==> src/rtl/instruction_fetch.sv <==
// rtl/instruction_fetch.sv - fetch/issue FSM with PC select, retire counter and misalign trap
// Misaligned jr targets trap into a terminal ERROR state until reset.
module instruction_fetch #(
  parameter logic [31:0] RESET_PC = 32'h0000_0000
) (
  input  logic        clk,
  input  logic        rst,
  input  logic [1:0]  pcsrc,
  input  logic [31:0] branch_offset,
  input  logic [31:0] jr_target,
  input  logic        stall,
  output logic        imem_req,
  output logic [31:0] imem_addr,
  input  logic [31:0] imem_rdata,
  input  logic        imem_ack,
  output logic [31:0] inst,
  output logic [5:0]  op,
  output logic [5:0]  func,
  output logic [31:0] pc,
  output logic [31:0] pc_plus4,
  output logic        inst_valid,
  output logic [15:0] retired,
  output logic        misalign_err
);

  typedef enum logic [1:0] {
    S_FETCH = 2'd0,
    S_ISSUE = 2'd1,
    S_ERROR = 2'd2
  } state_e;

  state_e      state_q, state_d;
  logic [31:0] pc_q, pc_d;
  logic [31:0] inst_q, inst_d;
  logic [15:0] retired_q, retired_d;
  logic        err_q, err_d;

  logic [31:0] seq_pc;
  logic [31:0] branch_bytes;
  logic [31:0] next_pc;
  logic        jr_misaligned;

  assign seq_pc        = pc_q + 32'd4;
  assign branch_bytes  = branch_offset << 2;
  assign jr_misaligned = (pcsrc == 2'b10) && (jr_target[1:0] != 2'b00);

  always_comb begin
    next_pc = seq_pc;
    case (pcsrc)
      2'b00:   next_pc = seq_pc;
      2'b01:   next_pc = seq_pc + branch_bytes;
      2'b10:   next_pc = jr_target;
      default: next_pc = {seq_pc[31:28], inst_q[25:0], 2'b00};
    endcase
  end

  always_ff @(posedge clk) begin
    if (rst) begin
      state_q   <= S_FETCH;
      pc_q      <= RESET_PC;
      inst_q    <= 32'd0;
      retired_q <= 16'd0;
      err_q     <= 1'b0;
    end else begin
      state_q   <= state_d;
      pc_q      <= pc_d;
      inst_q    <= inst_d;
      retired_q <= retired_d;
      err_q     <= err_d;
    end
  end

  always_comb begin
    state_d   = state_q;
    pc_d      = pc_q;
    inst_d    = inst_q;
    retired_d = retired_q;
    err_d     = err_q;
    case (state_q)
      S_FETCH: begin
        if (imem_ack) begin
          inst_d  = imem_rdata;
          state_d = S_ISSUE;
        end
      end
      S_ISSUE: begin
        // A misaligned jr traps without retiring or moving the PC.
        if (!stall) begin
          if (jr_misaligned) begin
            err_d   = 1'b1;
            state_d = S_ERROR;
          end else begin
            pc_d      = next_pc;
            retired_d = retired_q + 16'd1;
            state_d   = S_FETCH;
          end
        end
      end
      S_ERROR: state_d = S_ERROR;
      default: state_d = S_FETCH;
    endcase
  end

  always_comb begin
    imem_req   = (state_q == S_FETCH) && !rst;
    inst_valid = (state_q == S_ISSUE);
  end

  assign imem_addr    = pc_q;
  assign pc           = pc_q;
  assign pc_plus4     = seq_pc;
  assign inst         = inst_q;
  assign op           = inst_q[31:26];
  assign func         = inst_q[5:0];
  assign retired      = retired_q;
  assign misalign_err = err_q;

endmodule

==> config.mk <==
export PLATFORM = sky130hd
export DESIGN_NAME = instruction_fetch
export DESIGN_NICKNAME = d
export VERILOG_FILES = /design/src/rtl/instruction_fetch.sv
export SDC_FILE = /design/constraint.sdc
export NUM_CORES = 1
export LEC_CHECK = 0
export CAP_MARGIN = 25
export CORE_MARGIN = 5
export CORE_UTILIZATION = 55
export DETAILED_ROUTE_END_ITERATION = 8
export DONT_BUFFER_PORTS = 1
export GPL_TIMING_DRIVEN = 0
export PLACE_DENSITY = 0.7
export SLEW_MARGIN = 20
export SYNTH_ARGS = -nofsm -noshare
export SYNTH_HDL_FRONTEND = slang
export SYNTH_SLANG_ARGS = --single-unit
export TNS_END_PERCENT = 10
==> constraint.sdc <==
create_clock -name clk -period 4.75 [get_ports clk]
set_clock_uncertainty 0.15 [all_clocks]
set_input_delay 0.475 -clock clk [delete_from_list [all_inputs] [get_ports clk]]
set_output_delay 0.475 -clock clk [all_outputs]
set_load 0.01 [all_outputs]
Yosys cells after proc, flatten, opt, wreduce, memory -nomap -nowiden --
Index checks and enable logic that the tools add are counted.
Cells by class: add/subtract/negate cells 3, equal/unequal tests 6, multiplexer cells 5, bitwise logic cells 2, reduce and logical (&&, ||, !) cells 10
Operator list (number):
- case mux 32 bit (3 select lines) | 1
- adder 32 x 3 -> 32 bit, second input constant | 1
- adder 32 bit | 1
- adder 16 x 1 -> 16 bit, second input constant | 1
- two-way mux 2 bit | 3
- case mux 2 bit (3 select lines) | 1
- AND reduction 3 bit | 2
- == test 2 x 1 -> 1 bit, second input constant | 2
- == test 2 bit, second input constant | 2
- zero test 2 bit | 2
- != test 2 bit, second input constant | 2
- AND reduction 2 bit | 2
- logical AND 1 bit | 2
- NOT 1 bit | 2
- nonzero test 2 bit | 1
- zero test 1 bit | 1
Word-level totals: register bits after elaboration 83, input bits 102, word-level logic and storage cells 31

Logic depth before layout (Yosys ltp) --
depth in word-level cells 5, depth in mapped cells 16, mapped depth without buffers 15

Least setup slack after synthesis --
OpenSTA, ideal clock, no wires.
path type register -> register, start register pc_q[2], in the netlist imem_addr[2], end register pc_q[19], in the netlist imem_addr[19], arrival time 3.562 ns, required time 4.483 ns, path slack 0.922 ns, stages on the path, launching flop included 15, cell sequence dfxtp_1 > ha_1 > and4_1 > nand4_1 > nor2_1 > xor2_1 > ha_1 > a21o_1 > o21bai_1 > a31o_1 > or2_4 > a41oi_2 > xnor2_1 > mux4_2 > a22o_1
On the way: word-level cells in the longest chain between the ends 3
RTL lines:
- from (decl) | line 33 | logic [31:0] pc_q, pc_d;
- from (signal assigned) | line 66 | pc_q <= pc_d;
- adder 32 x 3 -> 32 bit | line 43 | assign seq_pc = pc_q + 32'd4;
- via pc_plus4[14] | line 20 | output logic [31:0] pc_plus4,
- adder 32 bit | line 51 | 2'b01: next_pc = seq_pc + branch_bytes;
- case mux 32 bit (3 select lines) | line 49 | case (pcsrc)
The timed path passes the listed nets, and every way through them passes these cells. A chain may end at the register's enable or synchronous reset.

Final worst setup path --
start register pc_q[3], in the netlist imem_addr[3], end register pc_q[31], in the netlist imem_addr[31]
Same word-level chain as after synthesis.

==> metrics.txt <==
outcome=finished, final reports clean; Cell Area, Synth=roughly 6400 sq um; H-tree levels=3; top cells by area, synth=dfxtp_1 26%, nand2_1 8.5%, ha_1 6.5%, a21oi_1 6.2%, mux4_2 6.0%; max-cap violation count=0; DP HPWL=around 17000 um; relative slew slack=a little under two fifths; worst setup path category=flop to flop; Synth Area per Inst=7.97 sq um; CTS tree=done; vias in the first global route=5985; number of enable flip-flop cells after synthesis=0; startpoint types=flop; final cell count without fillers=approximately 960; CTS Root Cell=clkbuf_16; number of I/O port buffers=0; area delta synth->final=8.19%; Worst R2R Path Depth=16; critical path arrival=4.57 ns; register area share after synthesis=26.1%; cell count after synthesis=798; syn_nets=934; antenna fix cells=0; initial core utilization=55.9%; proportion of layout cells with a drive suffix above 1=between 10% and 20%; fin crit period=4.44 ns; top cell type's share of synthesized area=26.1%; Cells after DPL=941; HP Start=imem_rdata[18]; Via density=6.29; Die Ht=about 120 um; Clock Path Buffers=2; reg2reg start=imem_addr[3]; final hold violations=0; cell accounting for the most synthesized area=dfxtp_1; largest net degree at the start of global routing=16; GRT Util Overall=30.1%; drt wl/cell=22.6 um; mux cell area share after synthesis=7.99%; Worst IR Drop VDD=241 uV; I/O pins=around 260; Core Box Area=11400 sq um; r2r setup slk=0.31 ns; via count=6027; first-pass GRT wire length=33400 um; DRC viols=0; Post-Synth XOR/XNOR Area=under 10%; f_max=225 MHz; DIE WIDTH=118 um; final WL=21700 um; final worst slack=0.307 ns; RSZ-0062 raised after global routing=false; crit path max fanout=8; leakage=2.90 nW; Final Cycle Share=93.5%; CP required=4.87 ns; Rows=39; complex-gate fraction of the synthesized area=17.8%; ratio of total power to cell area=270 nW/um^2; CP endpoint kind=flop; initial antenna violation count=0; fin nets=946; Synth async-reset ratio=0%; worst r2r dst=imem_addr[31]; leading register cell type out of synthesis=dfxtp_1; simple-gate portion of the synthesized area=22.8%; violation count after the first detailed-routing iteration=421; Hold Path Stages=2; final setup violation count=0; Post-DRT Antenna Nets=0; number of buffers created by CTS=9; DRT Pass-1 Iters=5; worst-skew pair later-pin latency=approximately 0.35 ns; Worst-Margin Slew=0.935 ns; worst hold path type=input port to flop; die area=13800 sq um; final RePlAce weighted congestion=0.926; Ys Warns=0; clk sinks=83; largest family of logic cells by synthesized area=simple AND/OR/NAND/NOR gates; Yosys cell types=72; post-synthesis adder-cell area fraction=6.81%; Placement Setup Slack=-0.210 ns; GRT overflow=0; #FFs+latches synth=83; final core utilization=60.5%; Post-CTS Hold Buffers=0; Hold Crit Endpoint=inst[18]; clk slew on worst S/H paths=0.07 ns; count of final max-slew check failures=0
-- layout by cell type, fill, tap and decap left out, drive strengths merged, types with 9 or more instances in the layout --
| cell type | count |
|---|---|
| xnor2 | 26 |
| nor3 | 13 |
| nand2 | 144 |
| a21oi | 80 |
| nand3 | 22 |
| mux4 | 17 |
| ha | 33 |
| buf | 55 |
| nand4 | 10 |
| and3 | 11 |
| dfxtp | 83 |
| inv | 17 |
| and2 | 9 |
| nor2 | 71 |
| o21ai | 12 |
| xor2 | 38 |
| clkbuf | 42 |
| a21o | 13 |
-- worst max path at each step --
stage / startpoint / end / slack, ns / cells after the start
2_1_floorplan: imem_addr[2] / imem_addr[19] / 0.92 / 14
3_3_place_gp: imem_addr[2] / imem_addr[31] / -0.13 / 14
3_5_place_dp: imem_addr[2] / imem_addr[31] / -0.21 / 14
4_1_cts: imem_addr[4] / imem_addr[30] / 0.15 / 15
5_1_grt: imem_addr[3] / imem_addr[31] / 0.03 / 16
6_report: imem_addr[3] / imem_addr[31] / 0.31 / 16
-- timing repair --
item,CTS,global route
setup buffers,1,0
pin swaps,1,0
endpoints found under the setup margin,3,5
gates resized for setup,3,5
-- synth_stat cells (10+ instances only) --
cell type / number
a21o_1: 13
a21oi_1: 79
and3_1: 10
buf_4: 46
clkbuf_1: 27
dfxtp_1: 83
ha_1: 33
inv_1: 15
mux4_2: 17
nand2_1: 144
nand3_1: 22
nor2_1: 71
nor3_1: 13
o21ai_0: 12
xnor2_1: 26
xor2_1: 37
-- final cells by class --
cell class / count / area (sq um)
clock inverters: 7 / 75.1
plain buffers: 87 / 551
multi-input cells: 613 / 4120
fillers: 1066 / 4490
well taps: 143 / 179
clock buffers: 9 / 225
repair buffers: 1 / 7.51
flip-flops and latches: 83 / 1660
inverters: 15 / 56.3
-- registers in the layout, indices dropped and copies added (netlist names) --
signal,count
state_q,2
imem_addr,32
misalign_err,1
retired,16
inst,32
-- critical path, stage by stage (launching register included) --
cell and delay, ns:
dfxtp_2 0.41, ha_1 0.25, and4_1 0.32, nand4_1 0.12, buf_4 0.21, nor4_1 0.27, xor2_1 0.46, ha_1 0.32
clkbuf_1 0.19, nand2_1 0.11, nor2_1 0.04, a221o_1 0.34, a221oi_1 0.37, a21oi_1 0.20, o31ai_1 0.22, nand3b_1 0.13
a211oi_2 0.24
-- kinds of logic after synthesis --
family	count (synthesis)
adders and majority gates	34
AOI/OAI and AO/OA	172
xor gates and xnor gates	64
buffers and inverters	102
DFF	83
muxes	29
and+or+nand+nor	314
-- per-stage QoR --
| stage | setup TNS, ns | area [sq um] | hold WS [ns] | total power [mW] |
|---|---|---|---|---|
| finish | 0 | 6880 | 0.105 | 1.86 |
| global route | 0 | 6880 | 0.106 | 1.93 |
| CTS | 0 | 6860 | 0.0959 | 1.86 |
| detailed placement | -0.489 | 6540 | 0.365 | 1.14 |
| global placement | -0.312 | 6540 | 0.355 | 1.13 |
| floorplan | 0 | 6360 | 0.339 | 1.05 |
-- power by group --
part | switching, mW | internal, mW
Combinational | 0.211 | 0.146
Clock | 0.314 | 0.411
Sequential | 0.0512 | 0.724
-- layer usage --
layer  vias up  wire length (um)  GRT usage [%]
met3        50              2350           9.47
li1       2799                 -              -
met2       314             10400           51.1
met1      2864              8160           34.6
met5         -                 0              0
met4         0               813           13.4
No activity file was read; power rests on OpenSTA's default activity.
